`src/rtl/log2_seq_if.sv`:
```
// log2_seq_if
// Bundles the operand request and result handshake of the sequential log2 unit.
//   in_valid  / in_ready  : operand request and the unit's willingness to take it
//   num       [IN_W]      : unsigned operand
//   ceil_mode             : 1 = integer ceil(log2), 0 = floor(log2) with fraction
//   out_valid / out_ready : result available and consumer acceptance
//   log2_q    [OUT_W]     : unsigned fixed-point result
//   err                   : the operand was zero
// The master modport is the requester; the slave modport is the log2 unit.
interface log2_seq_if #(
    parameter int IN_W  = 10,
    parameter int OUT_W = 12
) ();
    logic             in_valid;
    logic             in_ready;
    logic [IN_W-1:0]  num;
    logic             ceil_mode;
    logic             out_valid;
    logic             out_ready;
    logic [OUT_W-1:0] log2_q;
    logic             err;

    modport master (
        output in_valid,
        output num,
        output ceil_mode,
        output out_ready,
        input  in_ready,
        input  out_valid,
        input  log2_q,
        input  err
    );

    modport slave (
        input  in_valid,
        input  num,
        input  ceil_mode,
        input  out_ready,
        output in_ready,
        output out_valid,
        output log2_q,
        output err
    );
endinterface

```
`src/rtl/log2_seq.sv`:
```
// log2_seq
// Sequential base-2 logarithm. An accepted operand is normalised by left
// shifts (one per cycle) to find its integer log2. In floor mode the fraction
// is then produced one bit per cycle by repeated squaring of the normalised
// mantissa. In ceil mode the integer part is rounded up unless the operand is
// an exact power of two.
// Ports:
//   clk  : sole clock, rising edge
//   rst  : synchronous, active-high reset
//   bus  : log2_seq_if.slave (operand request, result handshake, log2_q, err)
// Parameters:
//   IN_W   : operand width (2..32)
//   FRAC_W : fractional result bits (1..OUT_W-6)
//   OUT_W  : result width; integer field log2_q[OUT_W-1:FRAC_W]
// Configuration:
//   LOG2_FRAC_EN : when defined, the FRAC state and squaring datapath are built.
//                  When undefined, the fraction field is always zero and both
//                  modes finish right after normalisation.
module log2_seq #(
    parameter int IN_W   = 10,
    parameter int FRAC_W = 4,
    parameter int OUT_W  = 12
) (
    input logic       clk,
    input logic       rst,
    log2_seq_if.slave bus
);

    localparam int INT_W = OUT_W - FRAC_W;
    localparam int CNT_W = $clog2(IN_W + 1);

    localparam logic [1:0] IDLE = 2'd0;
    localparam logic [1:0] NORM = 2'd1;
`ifdef LOG2_FRAC_EN
    localparam logic [1:0] FRAC = 2'd2;
`endif
    localparam logic [1:0] DONE = 2'd3;

    logic [1:0]       state;
    logic [IN_W-1:0]  mant;
    logic [CNT_W-1:0] cnt;
    logic             ceil_r;
    logic             zero_r;
    logic             out_valid_r;
    logic [OUT_W-1:0] q_r;
    logic             err_r;

    logic             msb_only;
    logic [INT_W-1:0] int_part;
    logic [FRAC_W-1:0] frac_field;
    logic [OUT_W-1:0] result;

`ifdef LOG2_FRAC_EN
    localparam int FCNT_W = $clog2(FRAC_W + 1);

    logic [FRAC_W-1:0]  frac_r;
    logic [FCNT_W-1:0]  fcnt;
    logic [2*IN_W-1:0]  sq;
    logic               sq_ge2;
    logic [IN_W-1:0]    sq_next;
    logic               sq_unused;

    // Mantissa is Q1.(IN_W-1) in [1,2), so its square is Q2.(2*IN_W-2) in
    // [1,4). Dropping the low IN_W-1 bits truncates it back to Q2.(IN_W-1);
    // the top bit then says whether the square reached 2, in which case the
    // halved (truncated) value becomes the next mantissa.
    assign sq        = {{IN_W{1'b0}}, mant} * {{IN_W{1'b0}}, mant};
    assign sq_ge2    = sq[2*IN_W-1];
    assign sq_next   = sq_ge2 ? sq[2*IN_W-1:IN_W] : sq[2*IN_W-2:IN_W-1];
    assign sq_unused = ^sq[IN_W-2:0];
    assign frac_field = frac_r;
`else
    assign frac_field = '0;
`endif

    // A normalised mantissa with only its MSB set means the operand was an
    // exact power of two, so ceil and floor agree.
    assign msb_only = (mant == {1'b1, {(IN_W-1){1'b0}}});

    // Integer part is IN_W-1 minus the number of normalising shifts, rounded
    // up in ceil mode for non-powers of two. Wider values wrap into the field.
    assign int_part = INT_W'(IN_W - 1) - INT_W'(cnt) + INT_W'(ceil_r && !msb_only);

    // A zero operand reports err with an all-zero result.
    assign result = zero_r ? '0 : {int_part, frac_field};

    assign bus.in_ready  = (state == IDLE);
    assign bus.out_valid = out_valid_r;
    assign bus.log2_q    = q_r;
    assign bus.err       = err_r;

    // Control FSM and datapath registers. DONE spends its first cycle
    // latching the result and raising out_valid, then holds everything until
    // the consumer accepts; the unit only re-enters IDLE the cycle after.
    always_ff @(posedge clk) begin
        if (rst) begin
            state       <= IDLE;
            mant        <= '0;
            cnt         <= '0;
            ceil_r      <= 1'b0;
            zero_r      <= 1'b0;
            out_valid_r <= 1'b0;
            q_r         <= '0;
            err_r       <= 1'b0;
`ifdef LOG2_FRAC_EN
            frac_r      <= '0;
            fcnt        <= '0;
`endif
        end else begin
            case (state)
                IDLE: begin
                    if (bus.in_valid) begin
                        mant   <= bus.num;
                        ceil_r <= bus.ceil_mode;
                        cnt    <= '0;
                        zero_r <= 1'b0;
`ifdef LOG2_FRAC_EN
                        frac_r <= '0;
                        fcnt   <= '0;
`endif
                        state  <= NORM;
                    end
                end
                NORM: begin
                    if (mant == '0) begin
                        zero_r <= 1'b1;
                        state  <= DONE;
                    end else if (!mant[IN_W-1]) begin
                        mant <= mant << 1;
                        cnt  <= cnt + 1'b1;
                    end else begin
`ifdef LOG2_FRAC_EN
                        fcnt  <= '0;
                        state <= ceil_r ? DONE : FRAC;
`else
                        state <= DONE;
`endif
                    end
                end
`ifdef LOG2_FRAC_EN
                FRAC: begin
                    mant   <= sq_next;
                    frac_r <= FRAC_W'({frac_r, sq_ge2});
                    fcnt   <= fcnt + 1'b1;
                    if (fcnt == FCNT_W'(FRAC_W - 1)) begin
                        state <= DONE;
                    end
                end
`endif
                DONE: begin
                    if (!out_valid_r) begin
                        out_valid_r <= 1'b1;
                        q_r         <= result;
                        err_r       <= zero_r;
                    end else if (bus.out_ready) begin
                        out_valid_r <= 1'b0;
                        state       <= IDLE;
                    end
                end
                default: begin
                    state <= IDLE;
                end
            endcase
        end
    end

endmodule

```
`src/flat_wrapper.sv`:
```
// flat-port wrapper written by rule: the top's interface ports become plain ports
module log2_seq_flat 
#(
    parameter int IN_W   = 10,
    parameter int FRAC_W = 4,
    parameter int OUT_W  = 12
)
  (clk, rst, bus_in_valid, bus_num, bus_ceil_mode, bus_out_ready, bus_in_ready, bus_out_valid, bus_log2_q, bus_err);
  log2_seq_if #(.IN_W(IN_W), .OUT_W(OUT_W)) bus_i ();
  input logic clk;
  input logic rst;
  input wire logic [$bits(bus_i.in_valid)-1:0] bus_in_valid;
  input wire logic [$bits(bus_i.num)-1:0] bus_num;
  input wire logic [$bits(bus_i.ceil_mode)-1:0] bus_ceil_mode;
  input wire logic [$bits(bus_i.out_ready)-1:0] bus_out_ready;
  output wire logic [$bits(bus_i.in_ready)-1:0] bus_in_ready;
  output wire logic [$bits(bus_i.out_valid)-1:0] bus_out_valid;
  output wire logic [$bits(bus_i.log2_q)-1:0] bus_log2_q;
  output wire logic [$bits(bus_i.err)-1:0] bus_err;
  assign bus_i.in_valid = bus_in_valid;
  assign bus_i.num = bus_num;
  assign bus_i.ceil_mode = bus_ceil_mode;
  assign bus_i.out_ready = bus_out_ready;
  assign bus_in_ready = bus_i.in_ready;
  assign bus_out_valid = bus_i.out_valid;
  assign bus_log2_q = bus_i.log2_q;
  assign bus_err = bus_i.err;
  log2_seq #(.IN_W(IN_W), .FRAC_W(FRAC_W), .OUT_W(OUT_W)) u_core (.clk(clk), .rst(rst), .bus(bus_i));
endmodule
```
`config.mk`:
```
export PLATFORM = sky130hd
export DESIGN_NAME = log2_seq_flat
export DESIGN_NICKNAME = d
export VERILOG_FILES = /design/src/rtl/log2_seq_if.sv /design/src/rtl/log2_seq.sv /design/src/flat_wrapper.sv
export SDC_FILE = /design/constraint.sdc
export NUM_CORES = 1
export LEC_CHECK = 0
export ABC_AREA = 1
export BUFFER_PORTS_ARGS = -buffer_cell sky130_fd_sc_hd__buf_2
export CAP_MARGIN = 20
export CORE_AREA = 8 8 64 66
export CTS_CLUSTER_SIZE = 24
export DETAILED_ROUTE_END_ITERATION = 12
export DIE_AREA = 0 0 72 74
export PLACE_DENSITY = 0.87
export SLEW_MARGIN = 15
export SYNTH_ARGS = -nofsm -noshare
export SYNTH_HDL_FRONTEND = slang
export SYNTH_SLANG_ARGS = --single-unit
```
`constraint.sdc`:
```
create_clock -name clk -period 2.2 [get_ports clk]
set_clock_uncertainty 0.05 [all_clocks]
set_input_delay 0.11 -clock clk [delete_from_list [all_inputs] [get_ports clk]]
set_output_delay 0.11 -clock clk [all_outputs]
set_load 0.01 [all_outputs]
```
Word level (Yosys, flattened, before mapping)
Index checks and enable logic that the tools add are counted.

operators by class
  muxes and demuxes = 20
  order comparisons = 0
  multiply operators = 0
  $add $sub $neg = 3
  bitwise logic cells = 1
  div/mod/pow operators = 0
  eq/ne operators = 10
  reductions and logical operators = 11
  shifts and indexed selects = 0

operator list
  kind                                                 number
  2-to-1 mux 10 bit                                    3
  case mux 10 bit (2 select lines)                     1
  2-to-1 mux 12 bit                                    1
  2-to-1 mux 4 bit                                     3
  equality test 10 bit, second input constant          1
  zero test 10 bit                                     1
  2-to-1 mux 2 bit                                     5
  adder 8 x 1 -> 8 bit                                 1
  != test 2 bit, second input constant                 4
  case mux 4 bit (2 select lines)                      1
  AND reduction 4 bit                                  2
  case mux 2 bit (3 select lines)                      1
  AND reduction 3 bit                                  2
  subtractor 4 x 4 -> 5 bit, first input constant      1
  adder 4 x 1 -> 4 bit, second input constant          1
  2-to-1 mux 1 bit                                     4
  != test 2 x 1 -> 1 bit, second input constant        2
  AND reduction 2 bit                                  2
  != test 3 x 1 -> 1 bit, second input constant        1
  equality test 2 x 1 -> 1 bit, second input constant  1
  equality test 2 bit, second input constant           1
  zero test 2 bit                                      1
  case mux 1 bit (2 select lines)                      1
  nonzero test 2 bit                                   1
  3 further kinds                                      3

storage, ports and cells
  memories = 0
  ROM bits = 0
  memory bits (writable) = 0
  output and inout port bits = 15
  latch bits = 0
  input bits = 15
  flip-flop bits (word level) = 32

Depth between registers and ports, before layout
  word-level depth = 5
  mapped depth = 12
  depth with buffers taken out = 12

Least setup slack after synthesis
Ideal clock, no wire load.

  kind = register to register
  start point = register u_core.mant[3]
  end point = register u_core.q_r[8] (netlist: u_core.bus.log2_q[8])
  cell stages (with the launch flop) = 13
  arrival time = 1,456 ps
  path slack = 586 ps
  buffers on the path = 0
  cells stage by stage = dfxtp_1 -> nor2_1 -> nand2_1 -> nor2_4 -> a31oi_1 -> ha_1 -> ha_1 -> nand2_1 -> inv_1 -> nand4_1 -> nand3_1 -> nand2_1 -> inv_1

on the way
  longest elaborated chain between the ends = 5

ends and longest elaborated chain
  element                   line             text
  start: declaration        log2_seq.sv:40   logic [IN_W-1:0] mant;
  start signal: assignment  log2_seq.sv:113  mant <= bus.num;
  start signal: assignment  log2_seq.sv:129  mant <= mant << 1;
  equality test 10 bit      log2_seq.sv:78   assign msb_only = (mant == {1'b1, {(IN_W-1){1'b0}}});
  zero test 1 bit           log2_seq.sv:82   assign int_part = INT_W'(IN_W - 1) - INT_W'(cnt) + INT_W'(ceil_r && !msb_only);
  logical AND 1 bit         log2_seq.sv:82
  adder 8 x 1 -> 8 bit      log2_seq.sv:82
  2-to-1 mux 12 bit         log2_seq.sv:85   assign result = zero_r ? '0 : {int_part, frac_field};
  end signal: assignment    log2_seq.sv:153  q_r <= result;
  end: declaration          log2_seq.sv:45   logic [OUT_W-1:0] q_r;

Every way passes these cells.
A chain may end at the register's enable or synchronous reset.

Final worst setup path
Ends and elaborated chain as after synthesis.

==> out/qor.csv <==
stage,metric,value,unit
status,outcome,"finished, final reports clean",
hold_path,min_from,bus_num[0],
sta,maxSlewViolCount,0,
floorplan,start_util,50.8,%
place,area_of_placed_instances,1740,µm²
synthesis,yosysTopAreaCellShare,34.7,%
cells_and_area,drive_gt1_share,17.3,%
synthesis,synth-warning-count,0,
sta,grt_setup_unrepaired,no,
drt,vias,1505,
cells_and_area,area_growth,11.4,%
drt,dr.first_iter.drc_count,95,
setup_path,startpoint_class,flop,
cts,postCtsSetupRepairBufs,0,
synthesis,post_synth_instance_area,1610,µm²
power,total_power,1.57,mW
hold_path,whs_endpoint,u_core.mant[0],
synthesis,biggest_area_consumer_among_synthesized_cells,sky130_fd_sc_hd__dfxtp_1,
setup_path,timing.setup.critical_path_class,reg -> reg,
grt,grt.overflow.total,0,
floorplan,die_h,74,µm
setup_path,end_kind,flop,
grt,grt_max_degree,18,
sta,setup_viol,0,
synthesis,post_synth.cell_area_avg,6.93,µm²
cells_and_area,layout.cell_area.non_filler,1800,µm²
setup_path,crit_path_max_fanout,3,
cts,clk_pin_slew_worst_paths,0.15,ns
setup_path,reg2reg_from,u_core.mant[3],
hold_path,worst_hold_path.num_cells,3,
grt,global_route.usage.total,13.7,%
cells_and_area,antenna_cells,0,
power,vdd.ir_drop.worst,0.415,mV
sta,max_freq,0.556,GHz
sta,period_share,81.7,%
place,io_buffer_count,25,
synthesis,postSynthRegisterBits,28,
floorplan,floorplan.core_area,3180,µm²
flow_run,cap_violations,0,
cells_and_area,post_layout_nonfiller_instances,301,
setup_path,reg2reg_setup_slack,0.40,ns
synthesis,synth_top_cells_by_area,"sky130_fd_sc_hd__dfxtp_1, sky130_fd_sc_hd__nand2_1, sky130_fd_sc_hd__inv_1, sky130_fd_sc_hd__o21ai_0, sky130_fd_sc_hd__nor2_1",
sta,totalNegativeSetupSlack,0,ns
floorplan,fp.dieArea,5330,µm²
drt,avgRoutedWirePerCell,11.5,µm
cts,cts_max_level,1,
drt,pre_antenna_drt_iters,4,
cells_and_area,mostFrequentLayoutCells,"sky130_fd_sc_hd__nand2_1, sky130_fd_sc_hd__inv_1, sky130_fd_sc_hd__dfxtp_1",
drt,remaining_drc_errors,0,
drt,ant_nets,0,
cts,tritoncts_clock_tree,yes,
drt,drt-vias-per-instance,5.00,
floorplan,rows,21,
grt,grt_first_pass_wirelength,5.90,mm
cts,clock_sink_count,28,
power,p_leak,0.888,nW
cts,insertion_delay,0.34,ns
place,post-place-cells,296,
setup_path,required,2.41,ns
cts,clock_path_buffers,2,
grt,antenna_found_initial,0,
synthesis,yosysUniqueCellTypes,27,
cells_and_area,post-route-util,56.6,%
sta,min_period,1.80,ns
grt,number_of_global_route_vias_before_repair,1395,
cts,clk_root_buffer_cell,sky130_fd_sc_hd__clkbuf_4,
drt,route.final.wire_length,3.47,mm
cells_and_area,most_frequent_standard_cell_in_the_layout_excluding_fill_and_tap_cells,sky130_fd_sc_hd__nand2_1,
floorplan,floorplan.die.width,72,µm
cells_and_area,nFillCells,301,
hold_path,timing.hold.worst.class,in -> reg,
setup_path,critical_path_arrival,2.01,ns
setup_path,worst-r2r-cell-count,12,
place,post-dp-hpwl,2.50,mm
floorplan,top_level_ports,30,
power,power_per_cell_area,871,nW/µm²
synthesis,post_synth_inst_count,233,
setup_path,worstReg2RegEnd,u_core.bus.log2_q[8],
cells_and_area,nNetsFinal,277,
synthesis,synth_sequential_area_ratio,34.7,%
sta,timing_hold_violations_final,0,
place,global_placer_s_final_weighted_congestion,0.827,
cts,cts_buffers,3,
-- cell type report --
type | count | area [µm²] | share of cell area, %
multi-input cells | 161 | 850 | 47.3
flip-flops and latches | 28 | 561 | 31.2
repair buffers | 28 | 150 | 8.35
inverters | 34 | 128 | 7.10
well taps | 46 | 57.6 | 3.20
clock inverters | 1 | 30.0 | 1.67
clock buffers | 3 | 22.5 | 1.25
-- metal layers --
layer	GRT usage (%)	routed length (µm)	vias up
li1	-	-	773
met1	14.7	1470	685
met2	25.7	1770	42
met3	1.35	159	5
met4	7.71	70	0
met5	0	0	-
-- per-stage QoR --
stage	hold slack (ns)	worst slack (ns)
after floorplan	0.129	0.586
after global placement	0.339	0.511
after detailed placement	0.354	0.464
after CTS	0.00952	0.401
after global routing	0.00604	0.273
final	0.0121	0.402
-- worst max-delay path by stage --
stage          slack (ns)            from              endpoint
6_report             0.40  u_core.mant[3]  u_core.bus.log2_q[8]
5_1_grt              0.27  u_core.mant[4]  u_core.bus.log2_q[8]
4_1_cts              0.40  u_core.mant[3]  u_core.bus.log2_q[8]
3_5_place_dp         0.46  u_core.mant[3]  u_core.bus.log2_q[8]
3_3_place_gp         0.51  u_core.mant[4]  u_core.bus.log2_q[8]
2_1_floorplan        0.59  u_core.mant[3]  u_core.bus.log2_q[8]
-- state kept, by name (all words and copies together) (netlist names) --
name / flops
u_core.bus.log2_q: 8
u_core.state: 2
u_core.cnt: 4
u_core.mant: 10
u_core.bus.err: 1
u_core.zero_r: 1
u_core.ceil_r: 1
u_core.bus.out_valid: 1
-- repair_timing --
| action | in CTS | in global routing |
|---|---|---|
| resized for setup | 0 | 0 |
| endpoints found under the hold margin | 1 | 0 |
| hold buffers | 1 | 0 |
-- logic make-up after synthesis --
group / after synthesis / synth area share, %
simple gates: 113 / 33.8
buf+inv: 47 / 13.3
xor+xnor: 1 / 0.543
flops: 28 / 34.7
fa+ha+maj: 6 / 4.65
other cells: 1 / 0.232
compound gates: 37 / 12.7
-- where the power goes --
group | switching [mW] | leakage (nW) | internal (mW) | total [mW]
Sequential | 0.0605 | 0.229 | 0.581 | 0.642
Combinational | 0.378 | 0.631 | 0.207 | 0.585
Clock | 0.155 | 0.0279 | 0.185 | 0.339
-- cells in the mapped netlist --
library cell                n
sky130_fd_sc_hd__nor2_8     1
sky130_fd_sc_hd__buf_4      5
sky130_fd_sc_hd__o211ai_2   1
sky130_fd_sc_hd__a21oi_4    1
sky130_fd_sc_hd__nand2_1   59
sky130_fd_sc_hd__buf_6      2
sky130_fd_sc_hd__nor2_4     2
sky130_fd_sc_hd__dfxtp_1   28
sky130_fd_sc_hd__nor2_1    23
sky130_fd_sc_hd__nand2_4    1
sky130_fd_sc_hd__nand2_2    2
sky130_fd_sc_hd__xnor2_1    1
sky130_fd_sc_hd__inv_1     32
sky130_fd_sc_hd__conb_1     1
sky130_fd_sc_hd__nor3_1     1
sky130_fd_sc_hd__or2_2      1
sky130_fd_sc_hd__buf_2      4
sky130_fd_sc_hd__ha_1       6
sky130_fd_sc_hd__nand3_4    2
sky130_fd_sc_hd__inv_2      2
sky130_fd_sc_hd__a21oi_1   16
sky130_fd_sc_hd__clkbuf_1   2
sky130_fd_sc_hd__o21ai_0   18
sky130_fd_sc_hd__nand3b_1   2
sky130_fd_sc_hd__nand4_1   12
sky130_fd_sc_hd__a31oi_1    1
sky130_fd_sc_hd__nand3_1    7
-- critical path, stage by stage, from the launching register on --
cell                      delay (ns)
sky130_fd_sc_hd__dfxtp_1        0.34
sky130_fd_sc_hd__nor2_1         0.12
sky130_fd_sc_hd__nand2_1        0.11
sky130_fd_sc_hd__nor2_4         0.16
sky130_fd_sc_hd__a31oi_1        0.10
sky130_fd_sc_hd__ha_1           0.23
sky130_fd_sc_hd__ha_1           0.21
sky130_fd_sc_hd__nand2_1        0.10
sky130_fd_sc_hd__inv_1          0.06
sky130_fd_sc_hd__nand4_1        0.08
sky130_fd_sc_hd__nand3_1        0.07
sky130_fd_sc_hd__nand2_1        0.06
sky130_fd_sc_hd__inv_1          0.04
Power figures use the tool's default switching activity.
